===== config.mk =====
export PLATFORM = sky130hd
export DESIGN_NAME = stream_slot_collector
export DESIGN_NICKNAME = d
export VERILOG_FILES = /design/src/rtl/stream_slot_collector.sv
export SDC_FILE = /design/constraint.sdc
export NUM_CORES = 1
export LEC_CHECK = 0
export CAP_MARGIN = 20
export CORE_MARGIN = 1
export CORE_UTILIZATION = 45
export DETAILED_ROUTE_END_ITERATION = 10
export PLACE_DENSITY_LB_ADDON = 0.1
export SLEW_MARGIN = 20
export SYNTH_ARGS = -nofsm -noshare
export SYNTH_HDL_FRONTEND = slang
export SYNTH_SLANG_ARGS = --single-unit

===== constraint.sdc =====
create_clock -name clk_in -period 2.2 [get_ports clk_in]
set_clock_uncertainty 0.05 [all_clocks]
set_input_delay 0.22 -clock clk_in [delete_from_list [all_inputs] [get_ports clk_in]]
set_output_delay 0.22 -clock clk_in [all_outputs]
set_load 0.02 [all_outputs]

===== src/rtl/stream_slot_collector.sv =====
// stream_slot_collector: deposits each non-idle stream word into the next of CHANNELS parallel slots.
// Revision 1.0
`default_nettype none

module stream_slot_collector #(
  parameter int                DATA_W    = 8,
  parameter int                CHANNELS  = 4,
  parameter int                WRAP_MODE = 0,
  parameter logic [DATA_W-1:0] IDLE_WORD = '0,
  parameter int                DROP_W    = 8
) (
  input  logic                         clk_in,
  input  logic                         reset_in,
  input  logic [DATA_W-1:0]            data_in,
  input  logic                         clear_in,
  output logic [CHANNELS*DATA_W-1:0]   out_data,
  output logic [CHANNELS-1:0]          out_valid,
  output logic [$clog2(CHANNELS)-1:0]  wr_ptr_out,
  output logic                         full_out,
  output logic [DROP_W-1:0]            drop_cnt_out
);

  localparam int              PTR_W = $clog2(CHANNELS);
  localparam logic [PTR_W-1:0] LAST = PTR_W'(CHANNELS - 1);

  typedef enum logic [1:0] {
    EMPTY   = 2'd0,
    FILLING = 2'd1,
    FULL    = 2'd2
  } state_t;

  state_t state;

  logic word_present;
  logic at_last;

  assign word_present = (data_in != IDLE_WORD);
  assign at_last      = (wr_ptr_out == LAST);

  always_ff @(posedge clk_in or posedge reset_in) begin
    if (reset_in) begin
      state        <= EMPTY;
      out_data     <= '0;
      out_valid    <= '0;
      wr_ptr_out   <= '0;
      full_out     <= 1'b0;
      drop_cnt_out <= '0;
    end else if (clear_in) begin
      // Clear wins over a word arriving in the same cycle; that word is not a drop.
      state        <= EMPTY;
      out_data     <= '0;
      out_valid    <= '0;
      wr_ptr_out   <= '0;
      full_out     <= 1'b0;
      drop_cnt_out <= '0;
    end else if (word_present) begin
      if (state == FULL && WRAP_MODE == 0) begin
        if (drop_cnt_out != '1) begin
          drop_cnt_out <= drop_cnt_out + 1'b1;
        end
      end else begin
        out_data[wr_ptr_out*DATA_W +: DATA_W] <= data_in;
        out_valid[wr_ptr_out]                 <= 1'b1;
        // Explicit wrap so non-power-of-2 slot counts never index past the last slot.
        wr_ptr_out <= at_last ? '0 : wr_ptr_out + 1'b1;
        if (at_last || state == FULL) begin
          state    <= FULL;
          full_out <= 1'b1;
        end else begin
          state <= FILLING;
        end
      end
    end
  end

endmodule

`default_nettype wire


==> results of run 1 <==
[power breakdown]
group | leakage, nW | internal (mW) | switching, mW
registers | 0.675 | 0.930 | 0.0185
clock network | 0.0512 | 0.255 | 0.294
logic | 0.662 | 0.123 | 0.178
[final timing paths]
path	endpoint	slack (ns)	cells past startpoint	start
worst max-delay path	out_data[29]	0.19	5	wr_ptr_out[0]
worst min-delay path	out_data[25]	0.22	3	reset_in
worst max register to register	out_data[29]	0.19	5	wr_ptr_out[0]
worst min register to register	out_data[25]	0.43	1	out_data[25]
max in group asynchronous	wr_ptr_out[0]	1.65	3	reset_in
min in group clk_in	out_data[25]	0.43	1	out_data[25]
[Yosys cell counts, types with 2 or more instances]
cell,number,area share (%)
a21o_1,7,2.3
a21oi_1,15,3.2
a22o_1,8,3.0
buf_2,4,0.86
clkbuf_1,5,0.81
dfrtp_1,49,53
ha_1,9,4.8
inv_1,12,1.9
mux2_2,2,0.97
nand2_1,13,2.1
nand3_1,10,2.2
nand4_1,3,0.81
nor2_1,15,2.4
nor2b_1,5,1.3
nor3b_1,6,1.9
o21a_1,2,0.65
o21ai_0,22,4.7
o21ai_1,2,0.43
o31ai_1,20,6.5
or2_1,2,0.54
or4_1,2,0.65
[state kept, by name, indices dropped and copies added (netlist names)]
register      flops
out_data         32
out_valid         4
state             2
wr_ptr_out        2
drop_cnt_out      8
full_out          1
[cell usage in the layout, fill, tap and decap left out, types with 2 or more instances in the layout]
cell type         n
o31ai_1          20
nand2_1          13
nand3_1          10
a21oi_1          14
o21a_1            2
ha_1              9
clkdlybuf4s50_1  57
a22o_1            8
o21ai_1           2
dfrtp_1          49
nor3b_1           6
nand4_1           3
or2_1             2
buf_4            12
inv_1            11
o21ai_0          22
nor2_1           15
a21o_1            7
or4_1             2
mux2_2            2
nor2b_1           5
clkbuf_8          6
[metal layers]
| layer | track usage (%) | wire (microns) | vias to the layer above |
|---|---|---|---|
| met2 | 33.9 | 2400 | 52 |
| li1 | - | - | 955 |
| met5 | 0 | 0 | - |
| met4 | 5.98 | 47 | 0 |
| met3 | 4.66 | 250 | 7 |
| met1 | 32.4 | 2670 | 892 |
[area by class of cell]
type | count | area, sq um
sequential | 49 | 1230
clock buffer | 6 | 82.6
clock inverter | 2 | 13.8
tap | 67 | 83.8
multi-input combinational | 155 | 995
timing repair buffer | 70 | 681
inverter | 12 | 45.0
fill | 400 | 1720
[per-stage QoR]
stage / std cells / utilization [%]
detailed placement: 353 / 62.4
finish: 361 / 64.5
CTS: 361 / 64.4
global placement: 353 / 62.4
floorplan: 228 / -
global route: 361 / 64.5
[cells by family after synthesis]
| kind of cell | share of synthesized area, % |
|---|---|
| simple gates | 14.6 |
| flops | 52.8 |
| compound gates | 22.2 |
| fa+ha+maj | 4.85 |
| buf+inv | 4.58 |
| mux | 0.969 |
[critical path, stage by stage (launching register included)]
cell	delay (ns)
dfrtp_1	0.43
buf_4	0.17
ha_1	0.21
a21oi_1	0.53
or2_1	0.38
o31ai_1	0.13
==> run metrics, run 1 <==
Root Driver=clkbuf_8; ys flop type=dfrtp_1; GRT overflow=0; Tcrit/Tclk final=roughly nine tenths; routed vias/inst=5.28; Setup violations, final=0; Die Ht=73.9 microns; worst vdd ir=between 0.2 and 0.3 mV; first-pass GRT wire length=9.23 mm; synthesized net count=248; pre-CTS setup slack=0.0796 ns; Placeable Area=just under 5000 sq um; Final Hold Fails=0; clk sinks=49; Synth-to-Final Area Change=34.6%; RSZ-0062 raised after global routing=no; Placed Area=around 3000 sq um; Critical Path AT=approximately 2.1 ns; Async SR Flop Fraction=100%; Worst EP required=2.33 ns; hold_buf cts=0; routed via count=1906; drc violations=0; H-tree lvl count=2; Detailed Route Iter0 Violations=roughly 150; pin count of the biggest net entering global routing=50; Ys Warns=0; Die X=73.9 microns; Leakage=between 1 and 1.5 nW; Mean Syn Cell Area=around 10 sq um; GP Congestion=0.774; Slew Limit Fails=0; antenna-violating nets left=0; Max clock buf depth=2; ANT cells=0; vias in the first global route=1857; post-CTS sizing=0; final worst setup slack=about 0.19 ns; share of layout cells above drive strength 1=a little under a tenth; Power Total=approximately 1.8 mW; drt first pass iters=4; initial antenna violation count=0; Max-cap violations=0; IO Port Bufs=57; Mapped Cells=about 230; Worst Setup Start Kind=flip-flop; die footprint=between 5000 and 6000 sq um; Setup Buffers After CTS=0; CTS clk-pin slew, worst paths=approximately 0.09 ns; status=finished clean; Mapped Area=between 2000 and 2500 sq um; library cells used by synthesis=36; worst-margin pin slew=0.796 ns; crit-path max FO=9; Slew HR=about 47%; GRT Total Usage=between 20% and 30%; post-synthesis register bit count=between 40 and 50; hold_ws=between 0.2 and 0.25 ns; Tmin final=around 2 ns; Starting Density=47.9%; I/O Pins=between 50 and 60; FMAX=roughly 500 MHz; routed wire length=~5.4 mm; Worst-Skew Late Latency=approximately 0.30 ns; Fin Setup TNS=0 ns; Power Density=575 nW/um^2; TritonCTS Buffers=5; EDFF count, synth=0; HPWL Detailed=about 3.8 mm; hold crit path type=primary input to async pin; Crit Path Class=flip-flop to flip-flop; sequential area share after synthesis=a little over half; routed len/inst=14.9 microns; # rows=25; Worst setup EP type=flip-flop; Total Nets Final=around 310; CTS tree=done; fin area=3130 sq um
Note: power is estimated with default switching activity, not from simulation.
==> inputs of run 2 (changes only) <==
--- a/config.mk
+++ b/config.mk
@@ -5,11 +5,12 @@
 export SDC_FILE = /design/constraint.sdc
 export NUM_CORES = 1
 export LEC_CHECK = 0
+export ABC_AREA = 1
 export CAP_MARGIN = 20
 export CORE_MARGIN = 1
 export CORE_UTILIZATION = 45
 export DETAILED_ROUTE_END_ITERATION = 10
-export PLACE_DENSITY_LB_ADDON = 0.1
+export PLACE_DENSITY_LB_ADDON = 0.15
 export SLEW_MARGIN = 20
 export SYNTH_ARGS = -nofsm -noshare
 export SYNTH_HDL_FRONTEND = slang
==> run 2 against run 1 <==
Combinational power increased by 31%. Clock power increased by 6.6%. Cell area increased by 8.0%. Routed wire length increased by 17%. First-iteration DRC count increased by 10%. Via count increased by 24%. Register-to-register slack improved by 0.18 ns. Maximum frequency increased by 10%. Sequential share of layout area decreased by 2.9 points. Core utilization decreased by 4.2 points. Sequential cell count unchanged. Largest cell class is now multi-input gates.
==> run metrics, run 2 <==
Mapped Area=2660 sq um (+15%); final worst setup slack=0.376 ns (+0.184 ns); Post-Place Cells=469 (+33%); Detailed Route Iter0 Violations=163 (+10%); Placed Area=3280 sq um (+8.3%); Placeable Area=5610 sq um (+16%); drt first pass iters=4 (unchanged); vias in the first global route=2166 (+17%); post-synthesis register bit count=49 (unchanged); reg2reg start=wr_ptr_out[1]; IO Port Bufs=57 (unchanged); Leakage=1.72 nW (+24%); Area contributors post-synth=dfrtp_1, nand2_1, nand3_1; HPWL Detailed=4.64 mm (+21%); leading registers by flop count=out_data x32, drop_cnt_out x8, out_valid x4; H-tree lvl count=2 (unchanged); Cell Count, Final, Fillers Out=477 (+32%); metal2 WL=2.85 mm (+19%); Setup violations, final=0 (unchanged); TritonCTS Buffers=5 (unchanged); Slew Limit Fails=0 (unchanged); metal3 WL=279 microns (+12%); initial antenna violation count=0 (unchanged); Power Density=577 nW/um^2 (+0.26%); ANT cells=0 (unchanged); GRT overflow=0 (unchanged); R2R Setup Slk=0.38 ns (+0.18 ns); Mean Syn Cell Area=7.70 sq um (-24%); Worst EP required=2.35 ns (+0.02 ns); CTS tree=done; fin area=3380 sq um (+8.0%); dominant cell type by area after synthesis=dfrtp_1; hold_ws=0.0632 ns (-0.155 ns); die footprint=6230 sq um (+14%); commonest cells after routing, fill and taps aside=nand2_1, clkdlybuf4s50_1, dfrtp_1; status=finished clean; pin count of the biggest net entering global routing=36 (-28%); post-CTS sizing=0 (unchanged); CP Buf/Inv Count=2 (+1); FMAX=548 MHz (+10%); Tcrit/Tclk final=82.9% (-8.3 points); routed via count=2366 (+24%); Critical Path AT=1.97 ns (-0.16 ns); FF-to-FF End=out_data[12]; highest metal used=met4; Root Driver=clkbuf_8; GP Congestion=0.861 (+11%); crit-path max FO=13 (+4); routed len/inst=13.1 microns (-12%); first-pass GRT wire length=10.6 mm (+15%); drc violations=0 (unchanged); ys flop type=dfrtp_1; Post-synth top cells=nand2_1, dfrtp_1, nand3_1; GRT Total Usage=22.0% (-0.33 points); worst vdd ir=0.336 mV (+12%); Max-cap violations=0 (unchanged); critical-path cell list=inv_1 > ha_1 > inv_1 > nand3_1 > nor2_1 > nand3_1 > nand2_1; # rows=27 (+8.0%); Synth-to-Final Area Change=26.9%; CP delay by family, top=flip-flops; Largest register FFs=32 (unchanged); RSZ-0062 raised after global routing=no; routed vias/inst=4.96 (-6.1%); antenna-violating nets left=0 (unchanged); Crit path largest cell delay=0.46 ns (-0.07 ns); post-synth top area share=46.1% (-6.7 points); Total Nets Final=424 (+35%); Slowest cell on crit path=dfrtp_1; I/O Pins=58 (unchanged); hold_buf cts=0 (unchanged); Ys Warns=0 (unchanged); Worst setup EP type=flip-flop; largest register by flop count=out_data; Die X=78.9 microns (+6.9%); Fin Setup TNS=0 ns (unchanged); pre-CTS setup slack=0.325 ns (+0.246 ns); Worst Setup Start Kind=flip-flop; Die Ht=78.9 microns (+6.9%); share of layout cells above drive strength 1=8.40% (-1.1 points); DRT met1 WL=3.06 mm (+15%); Slew HR=65.4% (+18 points); Reg2Reg Depth=7 (+2); Power Total=1.95 mW (+8.3%); sequential area share after synthesis=46.1% (-6.7 points); Final Hold Fails=0 (unchanged); clk sinks=49 (unchanged); Crit Path Class=flip-flop to flip-flop; Tmin final=1.82 ns (-0.184 ns); Max clock buf depth=2 (unchanged); most common cell in the netlist=nand2_1; worst-margin pin slew=0.517 ns (-0.279 ns); EDFF count, synth=0 (unchanged); Async SR Flop Fraction=100% (unchanged); Starting Density=47.5% (-0.44 points); hold crit path type=primary input to async pin; routed wire length=6.25 mm (+17%); utilization after layout=60.2% (-4.2 points); library cells used by synthesis=23 (-36%); Mapped Cells=346 (+52%); CTS clk-pin slew, worst paths=0.09 ns (about the same); Setup Buffers After CTS=0 (unchanged); Worst-Skew Late Latency=0.31 ns (about the same); synthesized net count=366 (+48%); leading cell type in the layout, fill and taps excluded=nand2_1
## run 2: worst max-delay path by stage
stage | from | end | cells after the start
after CTS | wr_ptr_out[1] | out_data[4] | 7
final | wr_ptr_out[1] | out_data[12] | 7
after global routing | wr_ptr_out[1] | out_data[27] | 7
after global placement | clear_in | out_data[26] | 7
after detailed placement | clear_in | out_data[9] | 7
after floorplan | wr_ptr_out[0] | out_data[27] | 8
## run 2: cell type report
class                   instances  area [sq um]
flip-flops and latches         49          1230
repair buffers                 62           608
multi-input cells             260          1250
fillers                       538          2230
inverters                      26          97.6
clock buffers                   7          96.3
well taps                      72          90.1
clock inverters                 1          5.00
## run 2: report_power, final
| part | switching [mW] | internal [mW] | leakage, nW | total, mW |
|---|---|---|---|---|
| registers | 0.0311 | 0.938 | 0.672 | 0.969 |
| logic | 0.248 | 0.146 | 0.991 | 0.395 |
| clock network | 0.301 | 0.285 | 0.0542 | 0.585 |
| total | 0.580 | 1.37 | 1.72 | 1.95 |
## run 2: metal layers
layer  GRT usage, %  vias up
li1               -     1206
met1           31.0     1095
met2           34.7       59
met3           4.14        6
met4           6.00        0
met5              0        -
## run 2: kinds of logic (layout without fill, tap and decap cells)
| group | Yosys count | after routing | synth area share, % |
|---|---|---|---|
| compound gates | 13 | 13 | 3.24 |
| xor+xnor | 1 | 1 | 0.329 |
| fa+ha+maj | 9 | 9 | 4.23 |
| buf+inv | 37 | 96 | 6.81 |
| flops | 49 | 49 | 46.1 |
| simple gates | 237 | 237 | 39.3 |
